`config.mk`:
```
export PLATFORM = sky130hd
export DESIGN_NAME = id_exe_stage_reg_flat
export DESIGN_NICKNAME = d
export VERILOG_FILES = /design/src/rtl/id_exe_stage_reg_if.sv /design/src/rtl/id_exe_stage_reg.sv /design/src/flat_wrapper.sv
export SDC_FILE = /design/constraint.sdc
export NUM_CORES = 1
export LEC_CHECK = 0
export ABC_AREA = 1
export BUFFER_PORTS_ARGS = -buffer_cell sky130_fd_sc_hd__buf_2
export CORE_MARGIN = 2
export CORE_UTILIZATION = 28
export CTS_CLUSTER_SIZE = 8
export DETAILED_ROUTE_END_ITERATION = 12
export SLEW_MARGIN = 20
export SYNTH_ARGS = -nofsm -noshare
export SYNTH_HDL_FRONTEND = slang
export SYNTH_SLANG_ARGS = --single-unit
```
`constraint.sdc`:
```
create_clock -name clk -period 1.5 [get_ports clk]
set_input_delay 0.375 -clock clk [delete_from_list [all_inputs] [get_ports clk]]
set_output_delay 0.375 -clock clk [all_outputs]
set_load 0.01 [all_outputs]
```
`src/rtl/id_exe_stage_reg_if.sv`:
```
// ID->EX pipeline bundle: ID-side *_in fields and the registered EX-side *_out fields.
interface id_exe_stage_reg_if #(
  parameter int unsigned WORD_LEN          = 32,
  parameter int unsigned REG_ADDR_LEN      = 4,
  parameter int unsigned EXE_CMD_LEN       = 4,
  parameter int unsigned SHIFT_OPERAND_LEN = 12,
  parameter int unsigned SIGNED_IMM_LEN    = 24
);
  logic                         valid_in;
  logic                         wb_en_in;
  logic                         mem_r_en_in;
  logic                         mem_w_en_in;
  logic                         b_in;
  logic                         s_in;
  logic                         imm_in;
  logic [EXE_CMD_LEN-1:0]       exe_cmd_in;
  logic [3:0]                   status_in;
  logic [WORD_LEN-1:0]          pc_in;
  logic [WORD_LEN-1:0]          val_rn_in;
  logic [WORD_LEN-1:0]          val_rm_in;
  logic [SHIFT_OPERAND_LEN-1:0] shift_operand_in;
  logic [SIGNED_IMM_LEN-1:0]    signed_imm_24_in;
  logic [REG_ADDR_LEN-1:0]      dest_in;
  logic [REG_ADDR_LEN-1:0]      src1_in;
  logic [REG_ADDR_LEN-1:0]      src2_in;

  logic                         valid_out;
  logic                         wb_en_out;
  logic                         mem_r_en_out;
  logic                         mem_w_en_out;
  logic                         b_out;
  logic                         s_out;
  logic                         imm_out;
  logic [EXE_CMD_LEN-1:0]       exe_cmd_out;
  logic [3:0]                   status_out;
  logic [WORD_LEN-1:0]          pc_out;
  logic [WORD_LEN-1:0]          val_rn_out;
  logic [WORD_LEN-1:0]          val_rm_out;
  logic [SHIFT_OPERAND_LEN-1:0] shift_operand_out;
  logic [SIGNED_IMM_LEN-1:0]    signed_imm_24_out;
  logic [REG_ADDR_LEN-1:0]      dest_out;
  logic [REG_ADDR_LEN-1:0]      src1_out;
  logic [REG_ADDR_LEN-1:0]      src2_out;

  modport master (
    output valid_in, wb_en_in, mem_r_en_in, mem_w_en_in, b_in, s_in, imm_in, exe_cmd_in,
           status_in, pc_in, val_rn_in, val_rm_in, shift_operand_in, signed_imm_24_in,
           dest_in, src1_in, src2_in,
    input  valid_out, wb_en_out, mem_r_en_out, mem_w_en_out, b_out, s_out, imm_out,
           exe_cmd_out, status_out, pc_out, val_rn_out, val_rm_out, shift_operand_out,
           signed_imm_24_out, dest_out, src1_out, src2_out
  );

  modport slave (
    input  valid_in, wb_en_in, mem_r_en_in, mem_w_en_in, b_in, s_in, imm_in, exe_cmd_in,
           status_in, pc_in, val_rn_in, val_rm_in, shift_operand_in, signed_imm_24_in,
           dest_in, src1_in, src2_in,
    output valid_out, wb_en_out, mem_r_en_out, mem_w_en_out, b_out, s_out, imm_out,
           exe_cmd_out, status_out, pc_out, val_rn_out, val_rm_out, shift_operand_out,
           signed_imm_24_out, dest_out, src1_out, src2_out
  );
endinterface

```
`src/rtl/id_exe_stage_reg.sv`:
```
// ID/EX pipeline register with freeze (hold), flush (bubble) and synchronous reset.
module id_exe_stage_reg #(
  parameter int unsigned WORD_LEN          = 32,
  parameter int unsigned REG_ADDR_LEN      = 4,
  parameter int unsigned EXE_CMD_LEN       = 4,
  parameter int unsigned SHIFT_OPERAND_LEN = 12,
  parameter int unsigned SIGNED_IMM_LEN    = 24
) (
  input logic              clk,
  input logic              rst,
  input logic              freeze,
  input logic              flush,
  id_exe_stage_reg_if.slave bus
);

  typedef struct packed {
    logic                         valid;
    logic                         wb_en;
    logic                         mem_r_en;
    logic                         mem_w_en;
    logic                         b;
    logic                         s;
    logic                         imm;
    logic [EXE_CMD_LEN-1:0]       exe_cmd;
    logic [3:0]                   status;
    logic [WORD_LEN-1:0]          pc;
    logic [WORD_LEN-1:0]          val_rn;
    logic [WORD_LEN-1:0]          val_rm;
    logic [SHIFT_OPERAND_LEN-1:0] shift_operand;
    logic [SIGNED_IMM_LEN-1:0]    signed_imm_24;
    logic [REG_ADDR_LEN-1:0]      dest;
    logic [REG_ADDR_LEN-1:0]      src1;
    logic [REG_ADDR_LEN-1:0]      src2;
  } stage_t;

  stage_t stage_d, stage_q, id_fields;

  always_comb begin
    id_fields = '{
      valid:         bus.valid_in,
      wb_en:         bus.wb_en_in,
      mem_r_en:      bus.mem_r_en_in,
      mem_w_en:      bus.mem_w_en_in,
      b:             bus.b_in,
      s:             bus.s_in,
      imm:           bus.imm_in,
      exe_cmd:       bus.exe_cmd_in,
      status:        bus.status_in,
      pc:            bus.pc_in,
      val_rn:        bus.val_rn_in,
      val_rm:        bus.val_rm_in,
      shift_operand: bus.shift_operand_in,
      signed_imm_24: bus.signed_imm_24_in,
      dest:          bus.dest_in,
      src1:          bus.src1_in,
      src2:          bus.src2_in
    };
  end

  // Flush clears data fields too, so forwarding never matches a squashed src.
  always_comb begin
    stage_d = stage_q;
    if (!freeze) begin
      if (flush) begin
        stage_d = '0;
      end else begin
        stage_d = id_fields;
        if (!id_fields.valid) begin
          stage_d.wb_en    = 1'b0;
          stage_d.mem_r_en = 1'b0;
          stage_d.mem_w_en = 1'b0;
          stage_d.b        = 1'b0;
          stage_d.s        = 1'b0;
        end
      end
    end
  end

  always_ff @(posedge clk) begin
    if (rst) begin
      stage_q <= '0;
    end else begin
      stage_q <= stage_d;
    end
  end

  assign bus.valid_out         = stage_q.valid;
  assign bus.wb_en_out         = stage_q.wb_en;
  assign bus.mem_r_en_out      = stage_q.mem_r_en;
  assign bus.mem_w_en_out      = stage_q.mem_w_en;
  assign bus.b_out             = stage_q.b;
  assign bus.s_out             = stage_q.s;
  assign bus.imm_out           = stage_q.imm;
  assign bus.exe_cmd_out       = stage_q.exe_cmd;
  assign bus.status_out        = stage_q.status;
  assign bus.pc_out            = stage_q.pc;
  assign bus.val_rn_out        = stage_q.val_rn;
  assign bus.val_rm_out        = stage_q.val_rm;
  assign bus.shift_operand_out = stage_q.shift_operand;
  assign bus.signed_imm_24_out = stage_q.signed_imm_24;
  assign bus.dest_out          = stage_q.dest;
  assign bus.src1_out          = stage_q.src1;
  assign bus.src2_out          = stage_q.src2;

endmodule
```
`src/flat_wrapper.sv`:
```
// flat-port wrapper written by rule: the top's interface ports become plain ports
module id_exe_stage_reg_flat 
#(
  parameter int unsigned WORD_LEN          = 32,
  parameter int unsigned REG_ADDR_LEN      = 4,
  parameter int unsigned EXE_CMD_LEN       = 4,
  parameter int unsigned SHIFT_OPERAND_LEN = 12,
  parameter int unsigned SIGNED_IMM_LEN    = 24
)
  (clk, rst, freeze, flush, bus_valid_in, bus_wb_en_in, bus_mem_r_en_in, bus_mem_w_en_in, bus_b_in, bus_s_in, bus_imm_in, bus_exe_cmd_in, bus_status_in, bus_pc_in, bus_val_rn_in, bus_val_rm_in, bus_shift_operand_in, bus_signed_imm_24_in, bus_dest_in, bus_src1_in, bus_src2_in, bus_valid_out, bus_wb_en_out, bus_mem_r_en_out, bus_mem_w_en_out, bus_b_out, bus_s_out, bus_imm_out, bus_exe_cmd_out, bus_status_out, bus_pc_out, bus_val_rn_out, bus_val_rm_out, bus_shift_operand_out, bus_signed_imm_24_out, bus_dest_out, bus_src1_out, bus_src2_out);
  id_exe_stage_reg_if #(.WORD_LEN(WORD_LEN), .REG_ADDR_LEN(REG_ADDR_LEN), .EXE_CMD_LEN(EXE_CMD_LEN), .SHIFT_OPERAND_LEN(SHIFT_OPERAND_LEN), .SIGNED_IMM_LEN(SIGNED_IMM_LEN)) bus_i ();
  input logic clk;
  input logic rst;
  input logic freeze;
  input logic flush;
  input wire logic [$bits(bus_i.valid_in)-1:0] bus_valid_in;
  input wire logic [$bits(bus_i.wb_en_in)-1:0] bus_wb_en_in;
  input wire logic [$bits(bus_i.mem_r_en_in)-1:0] bus_mem_r_en_in;
  input wire logic [$bits(bus_i.mem_w_en_in)-1:0] bus_mem_w_en_in;
  input wire logic [$bits(bus_i.b_in)-1:0] bus_b_in;
  input wire logic [$bits(bus_i.s_in)-1:0] bus_s_in;
  input wire logic [$bits(bus_i.imm_in)-1:0] bus_imm_in;
  input wire logic [$bits(bus_i.exe_cmd_in)-1:0] bus_exe_cmd_in;
  input wire logic [$bits(bus_i.status_in)-1:0] bus_status_in;
  input wire logic [$bits(bus_i.pc_in)-1:0] bus_pc_in;
  input wire logic [$bits(bus_i.val_rn_in)-1:0] bus_val_rn_in;
  input wire logic [$bits(bus_i.val_rm_in)-1:0] bus_val_rm_in;
  input wire logic [$bits(bus_i.shift_operand_in)-1:0] bus_shift_operand_in;
  input wire logic [$bits(bus_i.signed_imm_24_in)-1:0] bus_signed_imm_24_in;
  input wire logic [$bits(bus_i.dest_in)-1:0] bus_dest_in;
  input wire logic [$bits(bus_i.src1_in)-1:0] bus_src1_in;
  input wire logic [$bits(bus_i.src2_in)-1:0] bus_src2_in;
  output wire logic [$bits(bus_i.valid_out)-1:0] bus_valid_out;
  output wire logic [$bits(bus_i.wb_en_out)-1:0] bus_wb_en_out;
  output wire logic [$bits(bus_i.mem_r_en_out)-1:0] bus_mem_r_en_out;
  output wire logic [$bits(bus_i.mem_w_en_out)-1:0] bus_mem_w_en_out;
  output wire logic [$bits(bus_i.b_out)-1:0] bus_b_out;
  output wire logic [$bits(bus_i.s_out)-1:0] bus_s_out;
  output wire logic [$bits(bus_i.imm_out)-1:0] bus_imm_out;
  output wire logic [$bits(bus_i.exe_cmd_out)-1:0] bus_exe_cmd_out;
  output wire logic [$bits(bus_i.status_out)-1:0] bus_status_out;
  output wire logic [$bits(bus_i.pc_out)-1:0] bus_pc_out;
  output wire logic [$bits(bus_i.val_rn_out)-1:0] bus_val_rn_out;
  output wire logic [$bits(bus_i.val_rm_out)-1:0] bus_val_rm_out;
  output wire logic [$bits(bus_i.shift_operand_out)-1:0] bus_shift_operand_out;
  output wire logic [$bits(bus_i.signed_imm_24_out)-1:0] bus_signed_imm_24_out;
  output wire logic [$bits(bus_i.dest_out)-1:0] bus_dest_out;
  output wire logic [$bits(bus_i.src1_out)-1:0] bus_src1_out;
  output wire logic [$bits(bus_i.src2_out)-1:0] bus_src2_out;
  assign bus_i.valid_in = bus_valid_in;
  assign bus_i.wb_en_in = bus_wb_en_in;
  assign bus_i.mem_r_en_in = bus_mem_r_en_in;
  assign bus_i.mem_w_en_in = bus_mem_w_en_in;
  assign bus_i.b_in = bus_b_in;
  assign bus_i.s_in = bus_s_in;
  assign bus_i.imm_in = bus_imm_in;
  assign bus_i.exe_cmd_in = bus_exe_cmd_in;
  assign bus_i.status_in = bus_status_in;
  assign bus_i.pc_in = bus_pc_in;
  assign bus_i.val_rn_in = bus_val_rn_in;
  assign bus_i.val_rm_in = bus_val_rm_in;
  assign bus_i.shift_operand_in = bus_shift_operand_in;
  assign bus_i.signed_imm_24_in = bus_signed_imm_24_in;
  assign bus_i.dest_in = bus_dest_in;
  assign bus_i.src1_in = bus_src1_in;
  assign bus_i.src2_in = bus_src2_in;
  assign bus_valid_out = bus_i.valid_out;
  assign bus_wb_en_out = bus_i.wb_en_out;
  assign bus_mem_r_en_out = bus_i.mem_r_en_out;
  assign bus_mem_w_en_out = bus_i.mem_w_en_out;
  assign bus_b_out = bus_i.b_out;
  assign bus_s_out = bus_i.s_out;
  assign bus_imm_out = bus_i.imm_out;
  assign bus_exe_cmd_out = bus_i.exe_cmd_out;
  assign bus_status_out = bus_i.status_out;
  assign bus_pc_out = bus_i.pc_out;
  assign bus_val_rn_out = bus_i.val_rn_out;
  assign bus_val_rm_out = bus_i.val_rm_out;
  assign bus_shift_operand_out = bus_i.shift_operand_out;
  assign bus_signed_imm_24_out = bus_i.signed_imm_24_out;
  assign bus_dest_out = bus_i.dest_out;
  assign bus_src1_out = bus_i.src1_out;
  assign bus_src2_out = bus_i.src2_out;
  id_exe_stage_reg #(.WORD_LEN(WORD_LEN), .REG_ADDR_LEN(REG_ADDR_LEN), .EXE_CMD_LEN(EXE_CMD_LEN), .SHIFT_OPERAND_LEN(SHIFT_OPERAND_LEN), .SIGNED_IMM_LEN(SIGNED_IMM_LEN)) u_core (.clk(clk), .rst(rst), .freeze(freeze), .flush(flush), .bus(bus_i));
endmodule
```
==> run_results.csv <==
group,metric,value,unit
run_status,outcome,"complete, no violations",
synth,synth-simple-area-share,0.221,
synth,yosys_most_used_dff,"dfxtp_1",
floorplanning,io_pins,322,
synth,synth_top_family_by_area,"simple AND/OR/NAND/NOR gates",
synth,yosys_warnings,0,
synth,synth-async-reset-ratio,0,
critical_path,cpPeakStageDelay,0.34,ns
synth,synth_xor_area_frac,0,
clock_network,cts_buffers,17,
place,placed_area,0.00738,mm2
clock_network,root_buffer,"clkbuf_16",
floorplanning,die_h,144,um
clock_network,path_clk_slew,0.07,ns
routing,routedWlPerCell,12.9,um
layout,nets,1156,
synth,syn_area,0.00547,mm2
run,cap_violations,0,
timing,setup_viol,0,
clock_network,holdBufCountCts,0,
critical_path,crit_buf_inv,1,
timing,setup_ws,0.215,ns
timing,period_share,0.857,
layout,final_cell_area,0.00796,mm2
synth,synthMuxAreaShare,0,
floorplanning,core,0.0193,mm2
floorplanning,start_util,0.283,
timing,final-hold-violation-count,0,
synth,synth.largest_area_cell,"dfxtp_1",
floorplanning,die_w,144,um
synth,synth_area_leaders,"dfxtp_1, nand2_1, a21oi_1",
grt,grt_use_total,0.147,
pwr,total_power,9.65,mW
critical_path,crit_type,"flip-flop to primary output",
place,gp_routability_congestion,0.788,
routing,drcViolationCount,0,
floorplanning,num_rows,51,
critical_path,start_kind,"flip-flop",
synth,synth_edf_count,0,
timing,tightest_slew,0.430,ns
clock_network,cts_sinks,159,
timing,slew_headroom,0.713,
critical_path,end_kind,"primary output",
layout,drive_gt1_frac,0.367,
synth,ys_types,10,
synth,ys_ff_latch,159,
pwr,peakVddDrop,701,uV
timing,fin_skew,0,ns
clock_network,cts_tree,"yes",
clock_network,insertion_delay,0.41,ns
floorplanning,dieArea,0.0207,mm2
timing,fin_tns_setup,0,ns
clock_network,post-cts-setup-buffers,0,
critical_path,path_cells,"buf_2",
clock_network,cts.repair.resized,0,
synth,synth_most_common_cell,"nand2_1",
place,hpwl,11500,um
place,port_buffers,321,
clock_network,h-tree-depth,4,
routing,ant_nets,0,
pwr,pwr_density_cell,1210,mW/mm2
timing,report.final.slew_viol_count,0,
critical_path,arrival,0.91,ns
critical_path,crit_path_top_delay_cell,"dfxtp_1",
layout,final_util,0.412,
timing,fmax,0.778,GHz
hold_path,worst_hold_path_type,"input port to flip-flop",
clock_network,clockBufferDepth,2,
timing,rsz0062_at_grt,"false",
synth,synthesis.nets,853,
grt,grt_pass1_vias,4839,
grt,grt_max_degree,90,
grt,grt_pass1_wl,24100,um
synth,seq_area_frac_synth,0.582,
synth,avgSynthCellArea,7.93,um2
synth,synth-adder-area-share,0,
pwr,leakage,3.68,nW
routing,firstDrtPassIters,4,
critical_path,worstPathRequired,1.12,ns
timing,min_period,1.29,ns
synth,synthCells,690,
critical_path,critPathTopFamily,"flip-flops",
routing,avgViaCountPerCell,4.30,
routing,vias,5467,
grt,grt-ovfl-total,0,
place,dp_slack,0.113,ns
synth,synth_common_cells,"nand2_1, a21oi_1, dfxtp_1",
synth,yosys.area.top_type_share,0.582,
layout,syn_to_final_growth,45.5,%
critical_path,cp_max_fo,2,
routing,wirelength,16400,um
grt,antenna_found_initial,1,
routing,first_iter_violations,183,
synth,synth_compound_area_frac,0.145,
-- report_power, final --
part	switching (mW)	leakage, nW	internal (mW)
Combinational	0.518	2.10	0.417
Sequential	0.0723	1.30	4.38
Clock	1.85	0.276	2.42
-- per-stage QoR --
step / cells / hold slack, ns
3_5_place_dp: 1239 / 0.447
6_report: 1272 / 0.199
2_1_floorplan: 690 / 0.481
4_1_cts: 1271 / 0.177
3_3_place_gp: 1239 / 0.440
5_1_grt: 1272 / 0.179
-- final timing paths --
kind | from | to | slack, ns | cells after the start
max | u_core.bus.pc_out[26]$_SDFFE_PP0N_ | bus_pc_out[26] | 0.21 | 1
min | bus_shift_operand_in[1] | u_core.bus.shift_operand_out[1]$_SDFFE_PP0N_ | 0.20 | 3
max reg2reg | u_core.bus.val_rm_out[28]$_SDFFE_PP0N_ | u_core.bus.val_rm_out[28]$_SDFFE_PP0N_ | 0.88 | 2
min reg2reg | u_core.bus.src2_out[1]$_SDFFE_PP0N_ | u_core.bus.src2_out[1]$_SDFFE_PP0N_ | 0.46 | 2
-- sequential cells by signal, summed over array words and instances, names as in the netlist, 4 cells and up --
register                      cells
u_core.bus.src1_out               4
u_core.bus.exe_cmd_out            4
u_core.bus.src2_out               4
u_core.bus.dest_out               4
u_core.bus.shift_operand_out     12
u_core.bus.val_rn_out            32
u_core.bus.pc_out                32
u_core.bus.status_out             4
u_core.bus.val_rm_out            32
u_core.bus.signed_imm_24_out     24
-- cell type report --
| cell class | instances | area, um2 |
|---|---|---|
| Timing Repair Buffer | 337 | 1860 |
| Fill cell | 2047 | 11400 |
| Multi-Input combinational cell | 478 | 2010 |
| Clock buffer | 20 | 457 |
| Antenna cell | 1 | 2.50 |
| Sequential cell | 159 | 3180 |
| Clock inverter | 12 | 125 |
| Tap cell | 265 | 332 |
-- layer usage --
layer | vias to the layer above | wire length, um | global-route usage
met4 | 0 | 279 | 0.0470
met3 | 24 | 1520 | 0.0636
met2 | 208 | 7820 | 0.245
met5 | - | 0 | 0
met1 | 2416 | 6790 | 0.169
li1 | 2819 | - | -
-- worst register-to-register path: stages (launching register included) --
cell	delay (ns)
dfxtp_1	0.34
nand2_1	0.06
a21oi_1	0.16
-- cell families after synthesis --
logic type	count (synthesis)
flip-flops	159
AO/OA/AOI/OAI	159
AND/OR/NAND/NOR	319
buffers and inverters	53
-- placed cells by master, fill, tap and decap left out, drive strengths merged --
cell	n
clkinv	3
inv	5
diode	1
a21oi	159
bufinv	1
nand3	5
nand2	313
dfxtp	159
clkbuf	20
clkinvlp	3
nor2	1
buf	337
Power figures use the tool's default switching activity.
